## config.mk

```make
export PLATFORM = sky130hd
export DESIGN_NAME = fetch_pc_unit
export DESIGN_NICKNAME = d
export VERILOG_FILES = /design/src/rtl/fetch_pkg.sv /design/src/rtl/fetch_pc_unit_next_pc_mux.sv /design/src/rtl/fetch_pc_unit.sv
export SDC_FILE = /design/constraint.sdc
export NUM_CORES = 1
export LEC_CHECK = 0
export ABC_AREA = 1
export BUFFER_PORTS_ARGS = -buffer_cell sky130_fd_sc_hd__buf_2
export CORE_ASPECT_RATIO = 2
export CORE_MARGIN = 3
export CORE_UTILIZATION = 45
export DETAILED_ROUTE_END_ITERATION = 12
export PLACE_DENSITY = 0.76
export SYNTH_ARGS = -nofsm -noshare
export SYNTH_HDL_FRONTEND = slang
export SYNTH_SLANG_ARGS = --single-unit
export TNS_END_PERCENT = 20
```

## constraint.sdc

```tcl
create_clock -name clk -period 3.7 [get_ports clk]
set_input_delay 0.74 -clock clk [delete_from_list [all_inputs] [get_ports clk]]
set_output_delay 0.74 -clock clk [all_outputs]
set_load 0.02 [all_outputs]
```

## src/rtl/fetch_pkg.sv

```systemverilog
// Shared fetch-stage definitions.
// Next-PC select codes, FSM states and default reset PC.
package fetch_pkg;

    localparam logic [1:0] PC_SEQ = 2'b00;
    localparam logic [1:0] PC_JMP = 2'b01;
    localparam logic [1:0] PC_BR  = 2'b10;
    localparam logic [1:0] PC_RET = 2'b11;

    localparam logic [15:0] DEFAULT_RESET_PC = 16'h0000;

    typedef enum logic [1:0] {
        BOOT  = 2'b00,
        RUN   = 2'b01,
        FLUSH = 2'b10
    } fetch_state_t;

endpackage

```

## src/rtl/fetch_pc_unit_next_pc_mux.sv

```systemverilog
// Combinational next-PC select.
// Chooses pc+1 or one of the decode-supplied redirect targets.
module next_pc_mux
    import fetch_pkg::*;
#(
    parameter int ADDR_W = 16
) (
    input  logic [ADDR_W-1:0] pc,
    input  logic [1:0]        pc_src,
    input  logic [ADDR_W-1:0] jump_target,
    input  logic [ADDR_W-1:0] branch_target,
    input  logic [ADDR_W-1:0] return_target,
    output logic [ADDR_W-1:0] next_pc
);

    // Select source; pc+1 wraps naturally at the width.
    always_comb begin
        next_pc = pc + ADDR_W'(1);
        unique case (pc_src)
            PC_SEQ: next_pc = pc + ADDR_W'(1);
            PC_JMP: next_pc = jump_target;
            PC_BR:  next_pc = branch_target;
            PC_RET: next_pc = return_target;
        endcase
    end

endmodule

```

## src/rtl/fetch_pc_unit.sv

```systemverilog
// Fetch-stage PC controller in front of a 1-cycle instruction memory.
// Tracks which address the memory output belongs to and whether it is on-path.
module fetch_pc_unit
    import fetch_pkg::*;
#(
    parameter int                ADDR_W   = 16,
    parameter logic [ADDR_W-1:0] RESET_PC = ADDR_W'(DEFAULT_RESET_PC),
    parameter int                CNT_W    = 16
) (
    input  logic              clk,
    input  logic              reset,
    input  logic              stall,
    input  logic [1:0]        pc_src,
    input  logic [ADDR_W-1:0] jump_target,
    input  logic [ADDR_W-1:0] branch_target,
    input  logic [ADDR_W-1:0] return_target,
    output logic [ADDR_W-1:0] pc,
    output logic [ADDR_W-1:0] pc_if,
    output logic [ADDR_W-1:0] pc_plus1_if,
    output logic              fetch_valid,
    output logic              kill,
    output logic [CNT_W-1:0]  redirect_count
);

    fetch_state_t      state_q;
    fetch_state_t      state_d;
    logic [ADDR_W-1:0] next_pc;
    logic              redirect;

    assign redirect = (pc_src != PC_SEQ);

    next_pc_mux #(
        .ADDR_W(ADDR_W)
    ) u_mux (
        .pc            (pc),
        .pc_src        (pc_src),
        .jump_target   (jump_target),
        .branch_target (branch_target),
        .return_target (return_target),
        .next_pc       (next_pc)
    );

    // Redirect always lands in FLUSH; an unstalled fetch refreshes the output.
    always_comb begin
        state_d = state_q;
        if (redirect) begin
            state_d = FLUSH;
        end else if (!stall) begin
            state_d = RUN;
        end
    end

    // State register.
    always_ff @(posedge clk) begin
        if (reset) begin
            state_q <= BOOT;
        end else begin
            state_q <= state_d;
        end
    end

    // PC pair; redirect beats stall, pc_if follows pc only on a real fetch.
    always_ff @(posedge clk) begin
        if (reset) begin
            pc    <= RESET_PC;
            pc_if <= RESET_PC;
        end else if (redirect) begin
            pc <= next_pc;
        end else if (!stall) begin
            pc    <= next_pc;
            pc_if <= pc;
        end
    end

    // Saturating count of accepted redirects.
    always_ff @(posedge clk) begin
        if (reset) begin
            redirect_count <= '0;
        end else if (redirect && (redirect_count != '1)) begin
            redirect_count <= redirect_count + CNT_W'(1);
        end
    end

    assign pc_plus1_if = pc_if + ADDR_W'(1);
    assign fetch_valid = (state_q == RUN) && !redirect;
    assign kill        = !fetch_valid;

endmodule

```

# Word level (Yosys, flattened, before mapping)
# Cells that the tools add are included.
dict set report classes {
  shift 0
  add_sub_neg 3
  n_reduce_logical 8
  order_cmp 0
  n_div 0
  bitwise 2
  eq_ne 6
  multipliers 0
  n_mux 5
}
# operator n
set ops {}
lappend ops {{one-hot mux 16 bit (4 select lines)} 1}
lappend ops {{adder 16 x 1 -> 16 bit (second input constant)} 3}
lappend ops {{2-to-1 mux 16 bit} 2}
lappend ops {{inequality test 16 bit (second input constant)} 1}
lappend ops {{equality test 2 x 1 -> 1 bit (second input constant)} 2}
lappend ops {{equality test 2 bit (second input constant)} 2}
lappend ops {{2-to-1 mux 2 bit} 2}
lappend ops {{logical AND 1 bit} 2}
lappend ops {{logical NOT 1 bit} 2}
lappend ops {{logical NOT 2 bit} 1}
lappend ops {{inequality test 2 x 1 -> 1 bit (second input constant)} 1}
lappend ops {{NOT 1 bit} 2}
lappend ops {{AND reduction 2 bit} 1}
lappend ops {{nonzero test 2 bit} 1}
lappend ops {{OR reduction 2 bit} 1}
dict set report word_totals {
  latch_bits 0
  wordCells 29
  mem_bits_ro 0
  reg_bits 50
  n_memories 0
  ram_bits 0
  in_bits 53
  output_inout_bits 66
}

# Longest topological paths before layout
# Gate-level depths: netlist (run 1).
dict set report depth {
  ltp_word 4
  ltp_mapped 10
  mapped_depth_nobuf 10
}

# Cells and area by module
# A second synthesis (run 1) with hierarchy kept.
dict set report unflattened {
  cells_unflattened 535
  area_unflattened_um2 3260.6
}
# module area_per_inst_um2 cells_each seq_area_each_um2 n_inst
set modules_own_cells {}
lappend modules_own_cells {fetch_pc_unit 2412.3 357 1001.0 1}
lappend modules_own_cells {next_pc_mux 848.3 178 0.0 1}

# Least setup slack after synthesis (run 1)
# Ideal clock, no wire load.
dict set report synth_path {
  path_kind {flip-flop to output port}
  start {register pc_if[2]}
  end {output port pc_plus1_if[13]}
  arrival_time_ns 1.569
  path_slack_ns 1.391
  path_stages_with_launch 7
  n_path_buf 0
  required_time_ns 2.960
  cell_sequence {dfxtp_1 > nand3_2 > nor2_1 > nand3_2 > nor2_1 > nand2_1 > xnor2_1}
}
dict set report synth_between {
  elab_chain_len 1
}
# item line_no
set synth_rtl {}
lappend synth_rtl {{from (decl)} fetch_pc_unit.sv:18} ;# output logic [ADDR_W-1:0] pc_if,
lappend synth_rtl {{from (signal assigned)} fetch_pc_unit.sv:71} ;# pc_if <= pc;
lappend synth_rtl {{adder 16 x 1 -> 16 bit} fetch_pc_unit.sv:84} ;# assign pc_plus1_if = pc_if + ADDR_W'(1);
lappend synth_rtl {{to (decl)} fetch_pc_unit.sv:19} ;# output logic [ADDR_W-1:0] pc_plus1_if,
# Every way passes these cells.

# Final worst setup path (run 1)
dict set report layout_path {
  start {register pc_if[2]}
  end {output port pc_plus1_if[11]}
}
# The elaborated chain is that of the path after synthesis.

==> results.tsv, run 1 <==
stage	metric	value	unit
outcome	status	complete, no violations	
pwr	switching power	0.380	mW
synthesis	warnings from Yosys	0	
clocking	H-tree level count	2	
clocking	count of hold-fix buffers inserted at cts	0	
clocking	root buffer selected by CTS	clkbuf_16	
timing	setup repair after global routing missed its margin	no	
final_layout	Register Area	1000	sq um
grt	met3 track utilization from global routing	0.0291	
synthesis	Mapped Cells	482	
clocking	sink count of the clock tree	50	
pwr	Logic pwr share	0.180	
clocking	buffers from clock root to sink, at most	2	
pwr	worst vdd rail ir drop	0.190	mV
timing	Hold Violations, Final	0	
place	count of buffers inserted at the top-level ports	118	
timing	setup total negative slack	0	ns
final_layout	Post-layout nets	649	
route	total wire length after detailed routing	9250	um
timing	transition time of the tightest slew-check pin	0.843	ns
clocking	post-cts gate resize count	0	
final_layout	number of fillers in the final layout	691	
synthesis	number of synthesized register bits	50	
synthesis	Async SR Flop Fraction	0	
synthesis	Synth cell types	37	
route	routed len/inst	13.6	um
timing	headroom to the max-slew limit	0.438	
grt	routing usage on met2	0.437	
critical_path	data arrival time of the critical path	1.87	ns
clocking	clock network latency to the later pin of the worst-skew pair	0.29	ns
timing	number of slew-limit violations in the final report	0	
synthesis	most used standard cell by instance count after synthesis	nand2_1	
grt	initial antenna violation count	0	
timing	Setup-failing EPs final	0	
worst_hold_path	Hold Startpoint	state_q[1]	
synthesis	Area contributors post-synth	dfxtp_1, nand2_1, nor2_1	
critical_path	Worst Path Max Fanout	6	
critical_path	launching point of the worst reg2reg path	redirect_count[0]	
critical_path	Critical Path Source	pc_if[2]	
final_layout	fin util	0.578	
pwr	cell-internal power	0.894	mW
clocking	CTS tree	yes	
final_layout	non-filler cells, final	681	
grt	GRT Max-Usage Layer	met2	
grt	global-route wire length before repair	14700	um
critical_path	type of the setup path with the least slack	reg -> out	
die	horizontal extent of the die	64.5	um
die	Initial Util	0.465	
critical_path	Worst setup SP type	flip-flop	
die	die outline area	7930	sq um
timing	post-route minimum period	2.61	ns
die	I/O Pins	119	
pwr	share of total power in the clock network	0.345	
grt	vias in the first global route	3237	
grt	largest net degree at the start of global routing	26	
synthesis	total nets after synthesis	538	
route	routed vias/inst	5.17	
pwr	Power Dens Cells	333	nW/um^2
synthesis	Synth top area share	0.325	
route	number of DRC markers after the initial detailed-route iteration	182	
pwr	proportion of total power due to net switching	0.298	
timing	worst hold margin	0.487	ns
place	detailed placer's ending HPWL	7320	um
die	area of the placeable core	6620	sq um
route	via count of the routed design	3519	
critical_path	type of destination of the critical path	primary output	
synthesis	syn_area_per_cell	6.39	sq um
route	total DRC errors in the routed layout	0	
pwr	share of total power in sequential cells	0.475	
grt	GRT Util Overall	0.233	
timing	final period utilization	0.704	
grt	overflow left after global routing	0	
job	max_cap viols	0	
final_layout	area occupied by multi-input gates	1840	sq um
timing	achievable clock frequency	0.384	GHz
synthesis	EDFF count, synth	0	
place	cell count after placement	674	
place	routability-driven placement congestion ratio	0.907	
synthesis	sequential element share of the synthesized area	0.325	
die	Rows	42	
final_layout	count of inserted antenna diode cells	0	
route	remaining antenna violation count after routing	0	
synthesis	Commonest cells post-synth	nand2_1, nor2_1, dfxtp_1	
clocking	Num CTS Buffers	5	
synthesis	Primary FF master, synth	dfxtp_1	
grt	GR Util met1	0.252	
route	first drt pass iteration count	7	
die	die boundary height	123	um
final_layout	Layout area overhead	24.2	%
synthesis	library cell with the largest summed area after synthesis	dfxtp_1	
worst_hold_path	HP Class	reg -> reg	
clocking	number of buffers inserted by post-CTS setup repair	0	
pwr	leakage	1.82	nW
final_layout	share of layout cells above drive strength 1	0.245	
timing	Post-Route Skew	0.00505	ns
critical_path	critical path required time	2.96	ns
synthesis	netlist area before placement	3080	sq um
clocking	Clock transition at path regs	0.07	ns
[final timing paths]
kind / end / slack [ns] / depth (start not counted)
min reg2reg: state_q[1] / 0.49 / 2
max reg2reg: redirect_count[5] / 1.59 / 8
max: pc_plus1_if[11] / 1.09 / 7
min: state_q[1] / 0.49 / 2
[cells in the final DEF (no fill, tap or decap), types with 9 or more instances in the layout]
| cell | netlist | final |
|---|---|---|
| a21oi_1 | 35 | 35 |
| buf_2 | 4 | 118 |
| dfxtp_1 | 50 | 50 |
| inv_1 | 34 | 34 |
| nand2_1 | 146 | 146 |
| nand3_1 | 32 | 32 |
| nor2_1 | 60 | 60 |
| o21ai_0 | 40 | 40 |
| xnor2_1 | 11 | 11 |
| xor2_1 | 9 | 9 |
[sequential cells by signal (all words and copies together), names as in the netlist]
signal	count
pc	16
pc_if	16
state_q	2
redirect_count	16
[per-layer routing]
layer / vias up / share of wire / routed length [um]
met2: 136 / 0.54 / 4980
met1: 1571 / 0.38 / 3510
met5: - / 0 / 0
met3: 19 / 0.051 / 468
li1: 1793 / - / -
met4: 0 / 0.032 / 294
[critical path, cell delays in order (launching register included)]
cell and delay, ns:
dfxtp_1 0.45, nand3_2 0.13, nor2_1 0.20, nand3_2 0.15
nor2_1 0.23, nand2_1 0.09, xor2_1 0.15, buf_2 0.18
[area by class of cell]
cell class	instances	share of cell area
Clock buffer	5	0.0327
Clock inverter	2	0.00262
Inverter	38	0.0373
Multi-Input combinational cell	379	0.481
Sequential cell	50	0.262
Tap cell	88	0.0288
Timing Repair Buffer	119	0.156
[stage by stage]
| stage | power, mW | cell area [sq um] | setup slack [ns] |
|---|---|---|---|
| after floorplan | 0.754 | 3080 | 1.39 |
| after global placement | 0.841 | 3690 | 1.24 |
| after detailed placement | 0.845 | 3690 | 1.18 |
| after CTS | 1.28 | 3830 | 1.07 |
| after global routing | 1.32 | 3830 | 0.863 |
| final | 1.27 | 3830 | 1.09 |
[cells by family (layout without fill, tap and decap cells)]
kind of cell / Yosys count / in the layout / share of synthesized area
flops: 50 / 50 / 0.325
xor+xnor: 20 / 20 / 0.0569
compound gates: 91 / 91 / 0.165
fa+ha+maj: 3 / 3 / 0.0122
simple gates: 265 / 265 / 0.364
buf+inv: 53 / 164 / 0.0776
[power by group through the flow]
stage	sequential [mW]	combinational [mW]	clock, mW
2_1_floorplan	0.636	0.118	0
3_3_place_gp	0.615	0.226	0
3_5_place_dp	0.615	0.230	0
4_1_cts	0.604	0.231	0.442
5_1_grt	0.609	0.255	0.460
6_report	0.604	0.229	0.440
No activity file was read; power rests on OpenSTA's default activity.
==> run 2: changes to the inputs <==
--- a/config.mk
+++ b/config.mk
@@ -5,13 +5,13 @@
 export SDC_FILE = /design/constraint.sdc
 export NUM_CORES = 1
 export LEC_CHECK = 0
-export ABC_AREA = 1
+export ABC_AREA = 0
 export BUFFER_PORTS_ARGS = -buffer_cell sky130_fd_sc_hd__buf_2
 export CORE_ASPECT_RATIO = 2
 export CORE_MARGIN = 3
-export CORE_UTILIZATION = 45
+export CORE_UTILIZATION = 43
 export DETAILED_ROUTE_END_ITERATION = 12
-export PLACE_DENSITY = 0.76
+export PLACE_DENSITY = 0.77
 export SYNTH_ARGS = -nofsm -noshare
 export SYNTH_HDL_FRONTEND = slang
 export SYNTH_SLANG_ARGS = --single-unit
==> constraint.sdc (replaced) <==
create_clock -name clk -period 2.2 [get_ports clk]
set_input_delay 0.44 -clock clk [delete_from_list [all_inputs] [get_ports clk]]
set_output_delay 0.44 -clock clk [all_outputs]
set_load 0.02 [all_outputs]
==> run 2 against run 1 <==
Against the previous run: clock power grew 100%; wire length shrank 12%; area after synthesis shrank 8.2%; non-clock buffer count grew 11; sequential share of layout area grew 1.1 points; clock skew grew 0.0021 ns; sequential power grew 65%; critical path type unchanged; flip-flop and latch count is the same; highest routed layer unchanged.
==> results.tsv, run 2 <==
stage	metric	value	unit
outcome	status	complete, no violations	
die	die boundary height	121	um
synthesis	most used standard cell by instance count after synthesis	nand2_1	
synthesis	sequential element share of the synthesized area	0.354	
clocking	CTS tree	yes	
synthesis	warnings from Yosys	0	
final_layout	most common cell after layout, fill and taps aside	buf_2	
synthesis	library cell with the largest summed area after synthesis	dfxtp_1	
job	max_cap viols	0	
synthesis	netlist area before placement	2830	sq um
critical_path	Worst setup SP type	flip-flop	
place	Placed Area	3510	sq um
die	Initial Util	0.445	
worst_hold_path	cell count of the worst hold path	2	
pwr	post-route total power	2.24	mW
place	setup slack at placement	0.218	ns
clocking	clock network latency to the later pin of the worst-skew pair	0.29	ns
worst_hold_path	HP Class	reg -> reg	
route	total DRC errors in the routed layout	0	
synthesis	Async SR Flop Fraction	0	
timing	crit path setup slack, layout	0.0956	ns
synthesis	Mapped Cells	333	
grt	vias in the first global route	2829	
final_layout	Regs by FF count	pc: 16 flops, pc_if: 16 flops, redirect_count: 16 flops	
route	via count of the routed design	2895	
critical_path	type of the setup path with the least slack	reg -> out	
final_layout	Register Area	1010	sq um
grt	overflow left after global routing	0	
synthesis	Area contributors post-synth	dfxtp_1, xnor2_1, nand2_1	
clocking	Num CTS Buffers	5	
final_layout	area occupied by multi-input gates	1720	sq um
clocking	Clock transition at path regs	0.07	ns
route	number of DRC markers after the initial detailed-route iteration	102	
timing	setup total negative slack	0	ns
final_layout	count of inserted antenna diode cells	0	
critical_path	critical path required time	1.76	ns
pwr	Power Dens Cells	602	nW/um^2
synthesis	syn_area_per_cell	8.49	sq um
grt	GRT Util Overall	0.214	
die	area of the placeable core	6360	sq um
synthesis	Synth top area share	0.354	
final_layout	share of layout cells above drive strength 1	0.366	
timing	transition time of the tightest slew-check pin	0.709	ns
critical_path	type of destination of the critical path	primary output	
clocking	sink count of the clock tree	50	
pwr	leakage	1.67	nW
timing	Hold Violations, Final	0	
final_layout	Final Instance Area	3730	sq um
final_layout	Post-layout nets	509	
clocking	H-tree level count	2	
route	routed len/inst	15.0	um
pwr	worst vdd rail ir drop	0.435	mV
clocking	count of hold-fix buffers inserted at cts	0	
synthesis	Commonest cells post-synth	nand2_1, dfxtp_1, xnor2_1	
grt	largest net degree at the start of global routing	38	
place	cell count after placement	529	
route	first drt pass iteration count	4	
grt	initial antenna violation count	0	
route	routed vias/inst	5.36	
place	routability-driven placement congestion ratio	0.830	
place	count of buffers inserted at the top-level ports	118	
final_layout	non-filler cells, final	540	
die	die outline area	7640	sq um
synthesis	Synth cell types	47	
synthesis	number of synthesized register bits	50	
final_layout	number of fillers in the final layout	627	
synthesis	Primary FF master, synth	dfxtp_1	
route	total wire length after detailed routing	8120	um
final_layout	Layout area overhead	31.8	%
synthesis	EDFF count, synth	0	
timing	headroom to the max-slew limit	0.527	
timing	number of slew-limit violations in the final report	0	
timing	Post-Route Skew	0.00718	ns
timing	final period utilization	0.957	
grt	global-route wire length before repair	13200	um
critical_path	worst reg2reg path depth	5	
place	detailed placer's ending HPWL	6420	um
clocking	buffers from clock root to sink, at most	2	
die	I/O Pins	119	
critical_path	Worst Path Max Fanout	4	
die	horizontal extent of the die	63.3	um
clocking	root buffer selected by CTS	clkbuf_16	
timing	achievable clock frequency	0.475	GHz
critical_path	data arrival time of the critical path	1.66	ns
final_layout	leading cell types in the layout, fill and taps excluded	buf_2, nand2_1, dfxtp_1	
timing	post-route minimum period	2.10	ns
die	Rows	41	
synthesis	total nets after synthesis	389	
timing	Setup-failing EPs final	0	
route	remaining antenna violation count after routing	0	
## run 2: critical path, cell delays in order (launching register included)
cell and delay (ns):
dfxtp_4 0.36, and3_4 0.18, and2_4 0.14, and3_1 0.25
nand4_1 0.14, xnor2_1 0.13, buf_2 0.17
## run 2: worst paths after layout
check                                 from               to  slack [ns]
worst min-delay path            state_q[1]       state_q[1]        0.46
worst max register to register       pc[2]           pc[11]        0.34
worst min register to register  state_q[1]       state_q[1]        0.46
worst max-delay path              pc_if[3]  pc_plus1_if[10]         0.1
## run 2: power by group
part           switching [mW]  internal [mW]  total [mW]
sequential             0.0545          0.944       0.998
clock                   0.347          0.539       0.885
combinational           0.198          0.161       0.359
total                   0.599           1.64        2.24
## run 2: through the flow
step	util	hold slack [ns]
after floorplan	-	0.431
after global placement	0.551	0.438
after detailed placement	0.551	0.448
after CTS	0.578	0.458
after global routing	0.586	0.498
final	0.586	0.461
## run 2: layer usage
layer | global-route usage | vias up | wire [um]
met5 | 0 | - | 0
met4 | 0.0853 | 0 | 189
met3 | 0.0372 | 16 | 469
met2 | 0.424 | 111 | 4630
met1 | 0.209 | 1349 | 2830
li1 | - | 1419 | -
## run 2: what timing repair did
item	4_1_cts	5_1_grt
endpoints found under the setup margin	5	8
gates resized for setup	4	11
hold endpoints to repair	0	0
pin swaps	0	3
buffers inserted	0	3
cloned	0	0
## run 2: layout make-up
| class | instances | area share |
|---|---|---|
| Multi-Input combinational cell | 258 | 0.462 |
| Clock inverter | 3 | 0.0118 |
| Clock buffer | 5 | 0.0336 |
| Timing Repair Buffer | 130 | 0.183 |
| Sequential cell | 50 | 0.272 |
| Inverter | 8 | 0.00806 |
| Tap cell | 86 | 0.0289 |
## run 2: kinds of logic after synthesis
group | Yosys count | share of synthesized area
adder cells (fa/ha/maj) | 3 | 0.0133
AND/OR/NAND/NOR | 143 | 0.258
buffers and inverters | 25 | 0.0416
AO/OA/AOI/OAI | 60 | 0.128
flip-flops | 50 | 0.354
multiplexers | 19 | 0.103
XOR/XNOR | 33 | 0.102
==> run 3: changes to the inputs <==
==> constraint.sdc (replaced) <==
create_clock -name clk -period 1.74 [get_ports clk]
set_input_delay 0.348 -clock clk [delete_from_list [all_inputs] [get_ports clk]]
set_output_delay 0.348 -clock clk [all_outputs]
set_load 0.02 [all_outputs]
==> run 3 against run 2 <==
Against the previous run: critical path type unchanged; flip-flop and latch count stayed put; worst setup slack worse by 0.38 ns; the flow now finishes with violations (negative setup slack); largest power group unchanged; wire length is 5.2% higher; critical path depth stayed put.
==> results.tsv, run 3 (same netlist as run 2, synthesis figures left out) <==
stage	metric	value	unit
clocking	root buffer selected by CTS	clkbuf_16	
clocking	Clock transition at path regs	0.06	ns
grt	GRT Max-Usage Layer	met2	
grt	overflow left after global routing	0	
critical_path	launching point of the worst reg2reg path	redirect_count[0]	
timing	headroom to the max-slew limit	0.685	
clocking	sink count of the clock tree	50	
clocking	Num CTS Buffers	5	
route	first drt pass iteration count	4	
pwr	share of total power in the clock network	0.343	
worst_hold_path	endpoint with the worst hold slack	pc[12]	
timing	setup repair after global routing missed its margin	yes	
pwr	switching power	0.738	mW
final_layout	count of inserted antenna diode cells	0	
timing	Hold Violations, Final	0	
timing	Setup-failing EPs final	9	
critical_path	Worst Path Max Fanout	5	
grt	GRT Util Overall	0.225	
grt	GR Util met1	0.215	
timing	post-route minimum period	2.03	ns
critical_path	data arrival time of the critical path	1.68	ns
outcome	status	finished with violations	
place	Placed Area	3860	sq um
critical_path	dominant delay contributor by cell family on the critical path	simple AND/OR/NAND/NOR gates	
pwr	leakage	1.91	nW
critical_path	worst reg2reg path depth	6	
clocking	count of hold-fix buffers inserted at cts	0	
critical_path	cell chain of the critical path	and3_4, and2_4, and4_4, nand4_1, xnor2_2, buf_4	
route	via count of the routed design	3015	
die	Rows	41	
critical_path	type of destination of the critical path	primary output	
route	routed vias/inst	5.22	
final_layout	most common cell after layout, fill and taps aside	buf_2	
grt	initial antenna violation count	0	
critical_path	type of the setup path with the least slack	reg -> out	
critical_path	stage delay of the slowest cell on the critical path	0.34	ns
critical_path	critical path required time	1.39	ns
critical_path	buffer and inverter count on the worst path	1	
final_layout	Post-layout nets	547	
clocking	clock network latency to the later pin of the worst-skew pair	0.29	ns
die	I/O Pins	119	
critical_path	Critical Path Slowest Stage Cell	dfxtp_4	
grt	global-route wire length before repair	13700	um
critical_path	r2r endpoint	redirect_count[14]	
timing	worst hold margin	0.402	ns
clocking	H-tree level count	2	
pwr	worst vdd rail ir drop	0.589	mV
die	die boundary height	121	um
final_layout	share of layout cells above drive strength 1	0.435	
worst_hold_path	HP Class	in -> reg	
die	horizontal extent of the die	63.3	um
grt	vias in the first global route	2970	
pwr	share of total power in sequential cells	0.457	
timing	achievable clock frequency	0.493	GHz
grt	routing usage on met2	0.459	
die	area of the placeable core	6360	sq um
place	routability-driven placement congestion ratio	0.869	
route	remaining antenna violation count after routing	0	
grt	largest net degree at the start of global routing	20	
clocking	CTS tree	yes	
place	count of buffers inserted at the top-level ports	118	
route	total wire length after detailed routing	8540	um
die	Initial Util	0.445	
place	detailed placer's ending HPWL	6940	um
job	max_cap viols	0	
route	total DRC errors in the routed layout	0	
grt	met3 track utilization from global routing	0.0428	
route	number of DRC markers after the initial detailed-route iteration	96	
timing	transition time of the tightest slew-check pin	0.471	ns
critical_path	R2R setup slack	0.08	ns
worst_hold_path	cell count of the worst hold path	3	
final_layout	non-filler cells, final	578	
clocking	buffers from clock root to sink, at most	2	
timing	number of slew-limit violations in the final report	0	
final_layout	Regs by FF count	pc: 16 flops, pc_if: 16 flops, redirect_count: 16 flops	
worst_hold_path	Hold Startpoint	jump_target[12]	
place	cell count after placement	569	
pwr	Power Dens Cells	666	nW/um^2
final_layout	leading cell types in the layout, fill and taps excluded	buf_2, buf_4, nand2_1	
timing	Post-Route Skew	0.00287	ns
pwr	proportion of total power due to net switching	0.271	
critical_path	Worst setup SP type	flip-flop	
timing	final period utilization	1.17	
final_layout	Layout area overhead	44.6	%
timing	crit path setup slack, layout	-0.288	ns
route	routed len/inst	14.8	um
timing	setup total negative slack	-1.81	ns
final_layout	Final Instance Area	4090	sq um
die	die outline area	7640	sq um
pwr	cell-internal power	1.99	mW
pwr	Logic pwr share	0.200	
outcome	violated checks	negative setup slack	
-- run 3: cell types whose count changed in the layout (fill, tap and decap cells not counted), sizes merged --
cell,previous run,this run
buf,130,168
bufinv,1,0
clkinv,1,0
clkbuf,5,8
inv,9,8
-- run 3: final cells by class --
| type | count | area, sq um |
|---|---|---|
| Sequential cell | 50 | 1020 |
| Timing Repair Buffer | 168 | 992 |
| Clock buffer | 8 | 136 |
| Fill cell | 595 | 2270 |
| Multi-Input combinational cell | 258 | 1800 |
| Tap cell | 86 | 108 |
| Inverter | 8 | 30.0 |
-- run 3: worst max-delay path by stage --
stage,cells past startpoint,end,slack [ns],start
4_1_cts,6,pc_plus1_if[15],-0.28,pc_if[2]
5_1_grt,6,pc_plus1_if[15],-0.35,pc_if[4]
2_1_floorplan,4,pc_plus1_if[12],-0.08,pc_if[0]
6_report,6,pc_plus1_if[15],-0.29,pc_if[4]
3_5_place_dp,6,pc_plus1_if[15],-0.09,pc_if[4]
3_3_place_gp,6,pc_plus1_if[15],-0.04,pc_if[4]
-- run 3: worst reg2reg max path: cells and delay by family (launching register included) --
| family | cells | cell delay, ns |
|---|---|---|
| muxes | 1 | 0.19 |
| DFF | 1 | 0.39 |
| adders and majority gates | 1 | 0.19 |
| and+or+nand+nor | 3 | 0.65 |
| AOI/OAI and AO/OA | 1 | 0.12 |
-- run 3: power by group through the flow --
stage | clock network (mW) | registers, mW | logic [mW]
floorplan | 0 | 1.33 | 0.228
global placement | 0 | 1.26 | 0.521
detailed placement | 0 | 1.26 | 0.534
CTS | 0.951 | 1.24 | 0.538
global route | 0.996 | 1.25 | 0.592
finish | 0.935 | 1.24 | 0.545
-- run 3: per-layer routing --
layer | up-vias | wire [um]
met3 | 12 | 426
met5 | - | 0
met2 | 88 | 5090
met1 | 1418 | 2870
li1 | 1497 | -
met4 | 0 | 146
-- run 3: timing repair --
action / CTS / global route
endpoints found under the hold margin: 0 / 0
setup endpoints to repair: 10 / 21
gates resized for setup: 13 / 15
buffers inserted: 0 / 1
pin swaps: 4 / 3
-- run 3: through the flow --
stage | utilization | total power [mW] | setup slack [ns]
2_1_floorplan | - | 1.56 | -0.0816
3_3_place_gp | 0.607 | 1.78 | -0.0441
3_5_place_dp | 0.607 | 1.80 | -0.0863
4_1_cts | 0.634 | 2.73 | -0.284
5_1_grt | 0.643 | 2.84 | -0.350
6_report | 0.643 | 2.72 | -0.288
